[src/rtl/spi_sram_pkg.sv]
// spi_sram_pkg: shared types, constants and byte-merge helper for the SPI SRAM cache.
// Revision: 1.0
`default_nettype none

package spi_sram_pkg;

  localparam int ADR_W = 14;

  typedef enum logic [2:0] {
    S_IDLE   = 3'd0,
    S_LOOKUP = 3'd1,
    S_MEM_RD = 3'd2,
    S_MEM_WR = 3'd3,
    S_ACK    = 3'd4
  } state_t;

  // Byte n of the result comes from new_dat when sel[n] is set, otherwise from old_dat.
  function automatic logic [31:0] byte_merge(input logic [3:0]  sel,
                                             input logic [31:0] new_dat,
                                             input logic [31:0] old_dat);
    logic [31:0] r;
    r = old_dat;
    for (int b = 0; b < 4; b++) begin
      if (sel[b]) r[8*b +: 8] = new_dat[8*b +: 8];
    end
    return r;
  endfunction

endpackage

`default_nettype wire

[src/rtl/spi_sram_cache_tags.sv]
// spi_sram_cache_tags: valid/tag/data line storage, registered write, combinational read.
// Revision: 1.0
`default_nettype none

module spi_sram_cache_tags #(
  parameter int LINES = 8,
  parameter int IDX_W = 3,
  parameter int TAG_W = 11
) (
  input  logic             clk,
  input  logic             rst_n,
  input  logic             flush,
  input  logic [IDX_W-1:0] rd_idx,
  output logic             rd_valid,
  output logic [TAG_W-1:0] rd_tag,
  output logic [31:0]      rd_data,
  input  logic             wr_en,
  input  logic [IDX_W-1:0] wr_idx,
  input  logic [TAG_W-1:0] wr_tag,
  input  logic [31:0]      wr_data
);

  logic [LINES-1:0] valid;
  logic [TAG_W-1:0] tags [LINES];
  logic [31:0]      data [LINES];

  always_ff @(posedge clk or negedge rst_n) begin
    if (!rst_n) begin
      valid <= '0;
    end else if (flush) begin
      valid <= '0;
    end else if (wr_en) begin
      valid[wr_idx] <= 1'b1;
    end
  end

  // Tag and data arrays carry no reset; the valid bits alone qualify them.
  always_ff @(posedge clk) begin
    if (wr_en) begin
      tags[wr_idx] <= wr_tag;
      data[wr_idx] <= wr_data;
    end
  end

  assign rd_valid = valid[rd_idx];
  assign rd_tag   = tags[rd_idx];
  assign rd_data  = data[rd_idx];

endmodule

`default_nettype wire

[src/rtl/spi_sram_cache.sv]
// spi_sram_cache: direct-mapped write-through word cache between SERV and the SPI SRAM controller.
// Revision: 1.0
`default_nettype none

module spi_sram_cache
  import spi_sram_pkg::*;
#(
  parameter int LINES = 8
) (
  input  logic             clk,
  input  logic             rst_n,
  input  logic             flush,
  input  logic             cyc,
  input  logic [ADR_W-1:0] adr,
  input  logic             we,
  input  logic [31:0]      dat_i,
  input  logic [3:0]       sel,
  output logic [31:0]      dat_o,
  output logic             ack,
  output logic             mem_cyc,
  output logic [ADR_W-1:0] mem_adr,
  output logic             mem_we,
  output logic [31:0]      mem_dat_o,
  input  logic [31:0]      mem_dat_i,
  input  logic             mem_ack
);

  localparam int IDX_W = $clog2(LINES);
  localparam int TAG_W = ADR_W - IDX_W;

  state_t state, state_nx;

  logic [ADR_W-1:0] req_adr;
  logic             req_we;
  logic [31:0]      req_dat;
  logic [3:0]       req_sel;
  logic [31:0]      merged;

  logic [IDX_W-1:0] req_idx;
  logic [TAG_W-1:0] req_tag;
  logic             line_valid;
  logic [TAG_W-1:0] line_tag;
  logic [31:0]      line_data;
  logic             hit;
  logic             line_we;
  logic [31:0]      line_wdata;
  logic             line_flush;

  assign req_idx    = req_adr[IDX_W-1:0];
  assign req_tag    = req_adr[ADR_W-1:IDX_W];
  assign hit        = line_valid && (line_tag == req_tag);
  assign line_flush = (state == S_IDLE) && flush;

  spi_sram_cache_tags #(
    .LINES (LINES),
    .IDX_W (IDX_W),
    .TAG_W (TAG_W)
  ) u_tags (
    .clk      (clk),
    .rst_n    (rst_n),
    .flush    (line_flush),
    .rd_idx   (req_idx),
    .rd_valid (line_valid),
    .rd_tag   (line_tag),
    .rd_data  (line_data),
    .wr_en    (line_we),
    .wr_idx   (req_idx),
    .wr_tag   (req_tag),
    .wr_data  (line_wdata)
  );

  always_ff @(posedge clk or negedge rst_n) begin
    if (!rst_n) state <= S_IDLE;
    else        state <= state_nx;
  end

  always_comb begin
    state_nx   = state;
    line_we    = 1'b0;
    line_wdata = mem_dat_i;
    case (state)
      S_IDLE: begin
        if (!flush && cyc) state_nx = S_LOOKUP;
      end
      S_LOOKUP: begin
        if (!req_we)                         state_nx = hit ? S_ACK : S_MEM_RD;
        else if (req_sel == 4'h0)            state_nx = S_ACK;
        else if (req_sel == 4'hF || hit)     state_nx = S_MEM_WR;
        else                                 state_nx = S_MEM_RD;
      end
      S_MEM_RD: begin
        if (mem_ack) begin
          line_we  = 1'b1;
          state_nx = req_we ? S_MEM_WR : S_ACK;
        end
      end
      S_MEM_WR: begin
        if (mem_ack) begin
          line_we    = 1'b1;
          line_wdata = merged;
          state_nx   = S_ACK;
        end
      end
      S_ACK:   state_nx = S_IDLE;
      default: state_nx = S_IDLE;
    endcase
  end

  // Request capture, read-data return and the merged write word.
  always_ff @(posedge clk or negedge rst_n) begin
    if (!rst_n) begin
      req_adr <= '0;
      req_we  <= 1'b0;
      req_dat <= '0;
      req_sel <= '0;
      merged  <= '0;
      dat_o   <= '0;
    end else begin
      case (state)
        S_IDLE: begin
          if (!flush && cyc) begin
            req_adr <= adr;
            req_we  <= we;
            req_dat <= dat_i;
            req_sel <= sel;
          end
        end
        S_LOOKUP: begin
          if (!req_we && hit) dat_o  <= line_data;
          if (req_we)         merged <= byte_merge(req_sel, req_dat, line_data);
        end
        S_MEM_RD: begin
          if (mem_ack) begin
            if (req_we) merged <= byte_merge(req_sel, req_dat, mem_dat_i);
            else        dat_o  <= mem_dat_i;
          end
        end
        default: ;
      endcase
    end
  end

  assign ack       = (state == S_ACK);
  assign mem_cyc   = (state == S_MEM_RD) || (state == S_MEM_WR);
  assign mem_we    = (state == S_MEM_WR);
  assign mem_adr   = req_adr;
  assign mem_dat_o = merged;

endmodule

`default_nettype wire

[config.mk]
export PLATFORM = sky130hd
export DESIGN_NAME = spi_sram_cache
export DESIGN_NICKNAME = d
export VERILOG_FILES = /design/src/rtl/spi_sram_pkg.sv /design/src/rtl/spi_sram_cache_tags.sv /design/src/rtl/spi_sram_cache.sv
export SDC_FILE = /design/constraint.sdc
export NUM_CORES = 1
export LEC_CHECK = 0
export CORE_MARGIN = 2
export CORE_UTILIZATION = 58
export DETAILED_ROUTE_END_ITERATION = 10
export GPL_ROUTABILITY_DRIVEN = 0
export GPL_TIMING_DRIVEN = 0
export MAX_ROUTING_LAYER = met4
export PLACE_DENSITY = 0.86
export SYNTH_ARGS = -nofsm -noshare
export SYNTH_HDL_FRONTEND = slang
export SYNTH_SLANG_ARGS = --single-unit
[constraint.sdc]
create_clock -name clk -period 6.29 [get_ports clk]
set_input_delay 1.258 -clock clk [delete_from_list [all_inputs] [get_ports clk]]
set_output_delay 1.258 -clock clk [all_outputs]
set_load 0.03 [all_outputs]
# == Yosys cells after proc, flatten, opt, wreduce, memory -nomap -nowiden ==
# Memories as Yosys holds them, arrays and structs flattened.
# Index checks and enable logic that the tools add are counted.
# word_totals
regBits,126
ramBits,344
in_bits,88
output_inout_bits,81
elab_cells,81
memories,2
# memory_table
memory,depth,width,read_ports,rd_ports_with_merged_regs,wr,line_no,text
u_tags.data,8,32,1,0,1,spi_sram_cache_tags.sv:25,logic [31:0] data [LINES];
u_tags.tags,8,11,1,0,1,spi_sram_cache_tags.sv:24,logic [TAG_W-1:0] tags [LINES];
# classes
n_lt_le_gt_ge,2
eq_ne,13
muxes,37
bitwise_logic,1
reduce_logical,18
# op_table
cell,n
$mux W32,8
$pmux W32 S2,2
$mux W8,10
$mux W3,7
$pmux W3 S4,1
$eq A11 B11 Y1,1
$ne A2 B2 Y1 const B,5
$or A8 B8 Y8,1
$reduce_and A4 Y1,2
$mux W1,7
$eq A3 B2 Y1 const B,2
$logic_and A1 B1 Y1,5
$eq A4 B4 Y1 const B,1
$logic_not A4 Y1,1
$lt A3 B4 Y1 const B,1
$ne A2 B1 Y1 const B,2
$reduce_bool A2 Y1,2
$bmux W1 S3,1
$demux W1 S3,1
$eq A3 B1 Y1 const B,1
$eq A3 B3 Y1 const B,1
$ge A3 B1 Y1 const B,1
$logic_not A3 Y1,1
$reduce_and A3 Y1,1
other kinds (4),6

# == Longest topological paths before layout ==
# logic_depth
depth_word,8
mapped_depth,10
depth_no_buf,7

# == By module ==
# A second synthesis with hierarchy kept.
# hier_totals
hier_cells,1050
hier_area_um2,19209.7
# modules_own_cells
mod,n_inst,cells_each,area_each_um2,seq_area_each_um2
spi_sram_cache_tags,1,543,13399.1,10530.1
spi_sram_cache,1,507,5810.6,2952.8

# == Worst setup path after synthesis ==
# No wires, ideal clock.
# synth_timing
path_kind,reg-to-reg
start,"register req_adr[0], in the netlist mem_adr[0]"
end,memory u_tags.data[1][0] (enable)
setup_time_ns,0.499
arrival_time_ns,4.688
required_ns,5.791
path_slack_ns,1.104
path_stages_with_launch,6
n_path_buf,3
synth_period_minus_slack_ns,5.186
cell_sequence,dfrtp_1 buf_4 buf_2 buf_1 nand3_1 nor3_1
# synth_rtl
element,line_no,text
"start, declared",spi_sram_cache.sv:33,logic [ADR_W-1:0] req_adr;
"start signal, assigned",spi_sram_cache.sv:122,req_adr <= adr;
"end, declared",spi_sram_cache_tags.sv:25,
# No word-level cell before the write port.

# == Worst setup path after layout ==
# layout_timing
start,"register req_adr[0], in the netlist mem_adr[0]"
end,memory u_tags.data[1][13] (enable)
# No word-level cell before the write port.

==> impl_metrics.prom <==
# TYPE chip_impl_metric gauge
chip_impl_metric{name="p_sw_share",unit="%"} 35.7
chip_impl_metric{name="pwr-share-clk",unit="%"} 25.6
chip_impl_metric{name="final_critical_path_setup_slack",unit="ps"} 2410
chip_impl_info{name="regToRegStartpoint",value="mem_adr[0]"} 1
chip_impl_metric{name="die_h",unit="um"} 187
chip_impl_metric{name="post_cts_buffers",unit=""} 0
chip_impl_info{name="start_kind",value="register"} 1
chip_impl_info{name="worst_hold_launch",value="u_tags.valid[5]"} 1
chip_impl_metric{name="dr_total_vias",unit=""} 12338
chip_impl_metric{name="max_slew.worst_pin.slew",unit="ps"} 1200
chip_impl_metric{name="fraction_of_layout_instances_using_a_drive_strength_above_1",unit="%"} 23.2
chip_impl_metric{name="stdcell_area",unit="um^2"} 23700
chip_impl_metric{name="synth_compound_area_share",unit="%"} 5.21
chip_impl_metric{name="clk_pin_slew_worst_paths",unit="ps"} 60
chip_impl_metric{name="synthesis.nets",unit=""} 1228
chip_impl_info{name="status",value="completed"} 1
chip_impl_metric{name="async_flop_share",unit="%"} 26.8
chip_impl_metric{name="cts_hold_buffers",unit=""} 0
chip_impl_metric{name="setup-violations-final",unit=""} 0
chip_impl_metric{name="pwr_density_cell",unit="nW/um^2"} 474
chip_impl_metric{name="ctsResizeCount",unit=""} 0
chip_impl_metric{name="timing.reg2reg.worst_path_depth",unit=""} 8
chip_impl_metric{name="place_hpwl",unit="mm"} 33.6
chip_impl_metric{name="worst_ir_drop_vdd",unit="mV"} 0.231
chip_impl_metric{name="die-width",unit="um"} 187
chip_impl_info{name="yosys_most_used_dff",value="edfxtp_1"} 1
chip_impl_metric{name="post_drt_via_cell_ratio",unit=""} 6.63
chip_impl_metric{name="switchingPower",unit="mW"} 4.00
chip_impl_metric{name="cts_sinks",unit=""} 470
chip_impl_metric{name="hold_viol_final",unit=""} 0
chip_impl_metric{name="layout_min_cycle_time",unit="ps"} 3880
chip_impl_metric{name="grt_antenna_before_repair",unit=""} 0
chip_impl_metric{name="leakagePower",unit="nW"} 8.52
chip_impl_info{name="worstHoldPathType",value="register to register"} 1
chip_impl_metric{name="cts_inserted_buffers",unit=""} 46
chip_impl_metric{name="area.sequential",unit="um^2"} 13500
chip_impl_metric{name="area.growth.synth_to_final",unit="%"} 21.8
chip_impl_metric{name="number_of_nets_at_the_end_of_the_flow",unit=""} 1464
chip_impl_metric{name="maximum_number_of_pins_on_one_net_before_global_route_repair",unit=""} 73
chip_impl_metric{name="whs_path_depth",unit=""} 1
chip_impl_metric{name="yosys.area_share.xor_xnor",unit="%"} 0.360
chip_impl_metric{name="seq_area_frac_synth",unit="%"} 69.3
chip_impl_metric{name="syn-cell-area",unit="um^2"} 19500
chip_impl_metric{name="antenna_left",unit=""} 0
chip_impl_metric{name="io_buffer_count",unit=""} 167
chip_impl_metric{name="synth_warnings",unit=""} 0
chip_impl_metric{name="dpl-instance-area",unit="um^2"} 22100
chip_impl_info{name="clock_tree.root_cell",value="clkbuf_16"} 1
chip_impl_metric{name="detail_route.wl_per_cell",unit="um"} 28.9
chip_impl_metric{name="internal_power",unit="mW"} 7.23
chip_impl_metric{name="firstDrtPassIters",unit=""} 8
chip_impl_metric{name="site_row_count",unit=""} 67
chip_impl_metric{name="syn_avg_cell_area",unit="um^2"} 17.1
chip_impl_info{name="crit_path_end_kind",value="register"} 1
chip_impl_metric{name="drv_cap",unit=""} 0
chip_impl_metric{name="antenna_cells",unit=""} 0
chip_impl_metric{name="ctsHtreeMaxLevel",unit=""} 2
chip_impl_info{name="r2r_end",value="u_tags.data[1][13]"} 1
chip_impl_metric{name="globalRouteOverflowTotal",unit=""} 0
chip_impl_metric{name="finalCritPeriodShare",unit="%"} 61.7
chip_impl_metric{name="crit_arrival",unit="ps"} 4120
chip_impl_metric{name="comb_power_share",unit="%"} 36.3
chip_impl_metric{name="grt_first_pass_wirelength",unit="mm"} 80.0
chip_impl_metric{name="floorplan.initialDensity",unit="%"} 58.5
chip_impl_metric{name="top_level_ports",unit=""} 169
chip_impl_metric{name="total_power",unit="mW"} 11.2
chip_impl_metric{name="fin_worst_skew",unit="ps"} 31.0
chip_impl_metric{name="totalWireLength",unit="mm"} 53.8
chip_impl_info{name="grt_setup_unrepaired",value="false"} 1
chip_impl_info{name="critPathKind",value="register to register"} 1
chip_impl_metric{name="die_area",unit="um^2"} 35000
chip_impl_metric{name="yosys-mux-area-fraction",unit="%"} 18.7
chip_impl_metric{name="cp_max_fo",unit=""} 10
chip_impl_metric{name="yosys_register_bits",unit=""} 470
chip_impl_metric{name="maxClockFrequency",unit="GHz"} 0.258
chip_impl_info{name="tritoncts",value="done"} 1
chip_impl_metric{name="layout.filler_cells",unit=""} 1878
chip_impl_metric{name="synthDistinctLibCells",unit=""} 48
chip_impl_metric{name="cts-root-to-sink-buffers",unit=""} 3
chip_impl_metric{name="dp_slack",unit="ps"} 2280
chip_impl_metric{name="detail_route.drc_violations",unit=""} 0
chip_impl_info{name="synth_top_family_by_area",value="multiplexers"} 1
chip_impl_metric{name="post_synth_and_or_nand_nor_area_fraction",unit="%"} 4.72
chip_impl_metric{name="insertion_delay",unit="ps"} 570
chip_impl_info{name="min_to",value="u_tags.valid[5]"} 1
chip_impl_metric{name="ff2ff_setup_slack",unit="ps"} 2410
chip_impl_metric{name="first_iter_violations",unit=""} 1527
chip_impl_metric{name="synthAdderAreaFrac",unit="%"} 0
chip_impl_metric{name="report.final.slew_viol_count",unit=""} 0
chip_impl_metric{name="aggregate_global_route_resource_usage",unit="%"} 31.9
chip_impl_metric{name="sequentialPowerShare",unit="%"} 38.1
chip_impl_metric{name="grt_pass1_vias",unit=""} 12793
chip_impl_metric{name="placeableCoreArea",unit="um^2"} 33300
chip_impl_metric{name="slew_headroom",unit="%"} 19.7
chip_impl_metric{name="synth_enable_flop_cells",unit=""} 344
chip_impl_metric{name="fin_util",unit="%"} 71.2
chip_impl_metric{name="multi_input_area",unit="um^2"} 5700
chip_impl_metric{name="postSynthCellCount",unit=""} 1140
chip_impl_metric{name="crit_required",unit="ps"} 6530
[layer usage]
layer | wire [um] | GRT usage (%) | up-vias
li1 | - | - | 4913
met1 | 18900 | 39.6 | 6203
met2 | 26500 | 50.3 | 1018
met3 | 6010 | 7.65 | 204
met4 | 2450 | 15.0 | 0
met5 | 0 | - | -
[layout by cell type (no fill, tap or decap), types with 4 or more instances in the layout]
cell type / Yosys / routed
clkbuf_16: 0 / 47
edfxtp_1: 344 / 344
nand2_1: 166 / 166
buf_12: 0 / 6
a21oi_1: 4 / 4
nand3_1: 4 / 4
xor2_1: 4 / 4
buf_16: 0 / 5
buf_6: 5 / 15
dfrtp_1: 126 / 126
nor2_4: 0 / 6
xnor2_1: 4 / 4
nand2b_1: 5 / 5
o21a_1: 8 / 8
buf_2: 11 / 11
buf_4: 4 / 5
clkbuf_1: 34 / 41
nor2_1: 12 / 6
clkinv_2: 0 / 9
mux4_2: 82 / 82
mux2_2: 90 / 90
buf_1: 15 / 15
mux2i_1: 78 / 78
clkbuf_8: 0 / 7
o21ai_0: 69 / 69
bufinv_16: 0 / 6
clkinv_1: 0 / 7
o221ai_2: 30 / 30
clkdlybuf4s50_1: 0 / 166
[worst max-delay path: stages (launching register included)]
cell and delay, ps:
dfrtp_1 390, buf_4 280, buf_2 410, buf_1 700
nand3_1 520, nor3_2 580, buf_6 240, buf_6 180
buf_4 240
[stage by stage]
| step | hold WS [ps] | setup TNS, ps | std cells |
|---|---|---|---|
| 4_1_cts | 499 | 0 | 1862 |
| 6_report | 497 | 0 | 1862 |
| 5_1_grt | 512 | 0 | 1862 |
| 3_3_place_gp | 468 | -358330 | 1755 |
| 2_1_floorplan | 459 | 0 | 1140 |
| 3_5_place_dp | 481 | 0 | 1776 |
[registers in the layout, summed over array words and instances, names as in the netlist]
| register | count |
|---|---|
| req_we | 1 |
| mem_dat_o | 32 |
| u_tags.data | 256 |
| u_tags.tags | 88 |
| req_dat | 32 |
| dat_o | 32 |
| req_sel | 4 |
| state | 3 |
| u_tags.valid | 8 |
| mem_adr | 14 |
[worst max-delay path by stage]
stage / start / end / slack (ps) / cells past startpoint
floorplan: mem_adr[0] / u_tags.data[1][0] / 1100 / 5
global placement: mem_adr[0] / u_tags.data[1][30] / -2250 / 5
detailed placement: mem_ack / dat_o[14] / 2280 / 6
CTS: mem_adr[0] / u_tags.data[1][13] / 2410 / 8
global route: mem_adr[0] / u_tags.data[1][13] / 2320 / 8
finish: mem_adr[0] / u_tags.data[1][13] / 2410 / 8
[cell usage after synthesis (all sizes together) (3+ instances only)]
library cell	n	area, um^2
mux4	82	1850
nor3	3	15.0
nand3b	3	22.5
xor2	4	35.0
o22ai	3	18.8
nor2b	3	18.8
edfxtp	344	10300
o21ai	71	355
a21oi	4	20.0
o221ai	32	468
nand3	4	20.0
mux2i	78	781
xnor2	4	35.0
nor4b	3	38.8
clkbuf	34	128
nand2	166	623
mux2	90	1010
buf	35	198
nand2b	5	31.3
nor2	12	45.0
o21a	8	60.1
dfrtp	126	3150
[power by group through the flow]
stage                     registers (mW)  logic [mW]  clock network (mW)
after floorplan                     4.49        2.29                   0
after global placement              4.28        3.72                   0
after detailed placement            4.30        3.91                   0
after CTS                           4.26        4.01                2.88
after global routing                4.31        4.25                3.01
final                               4.27        4.08                2.88
[cells by family (layout without fill, tap and decap cells)]
logic type | Yosys count | after routing
DFF | 470 | 470
muxes | 250 | 250
and+or+nand+nor | 212 | 212
AOI/OAI and AO/OA | 129 | 129
buffers and inverters | 71 | 345
xor gates and xnor gates | 8 | 8
[area by class of cell]
type / instances / share of cell area, %
buffer: 69 / 1.37
clock buffer: 61 / 5.48
clock inverter: 25 / 1.23
inverter: 2 / 0.0317
multi-input combinational: 599 / 24.0
sequential: 470 / 56.9
tap: 448 / 2.36
timing repair buffer: 188 / 8.60
Power figures use the tool's default switching activity.
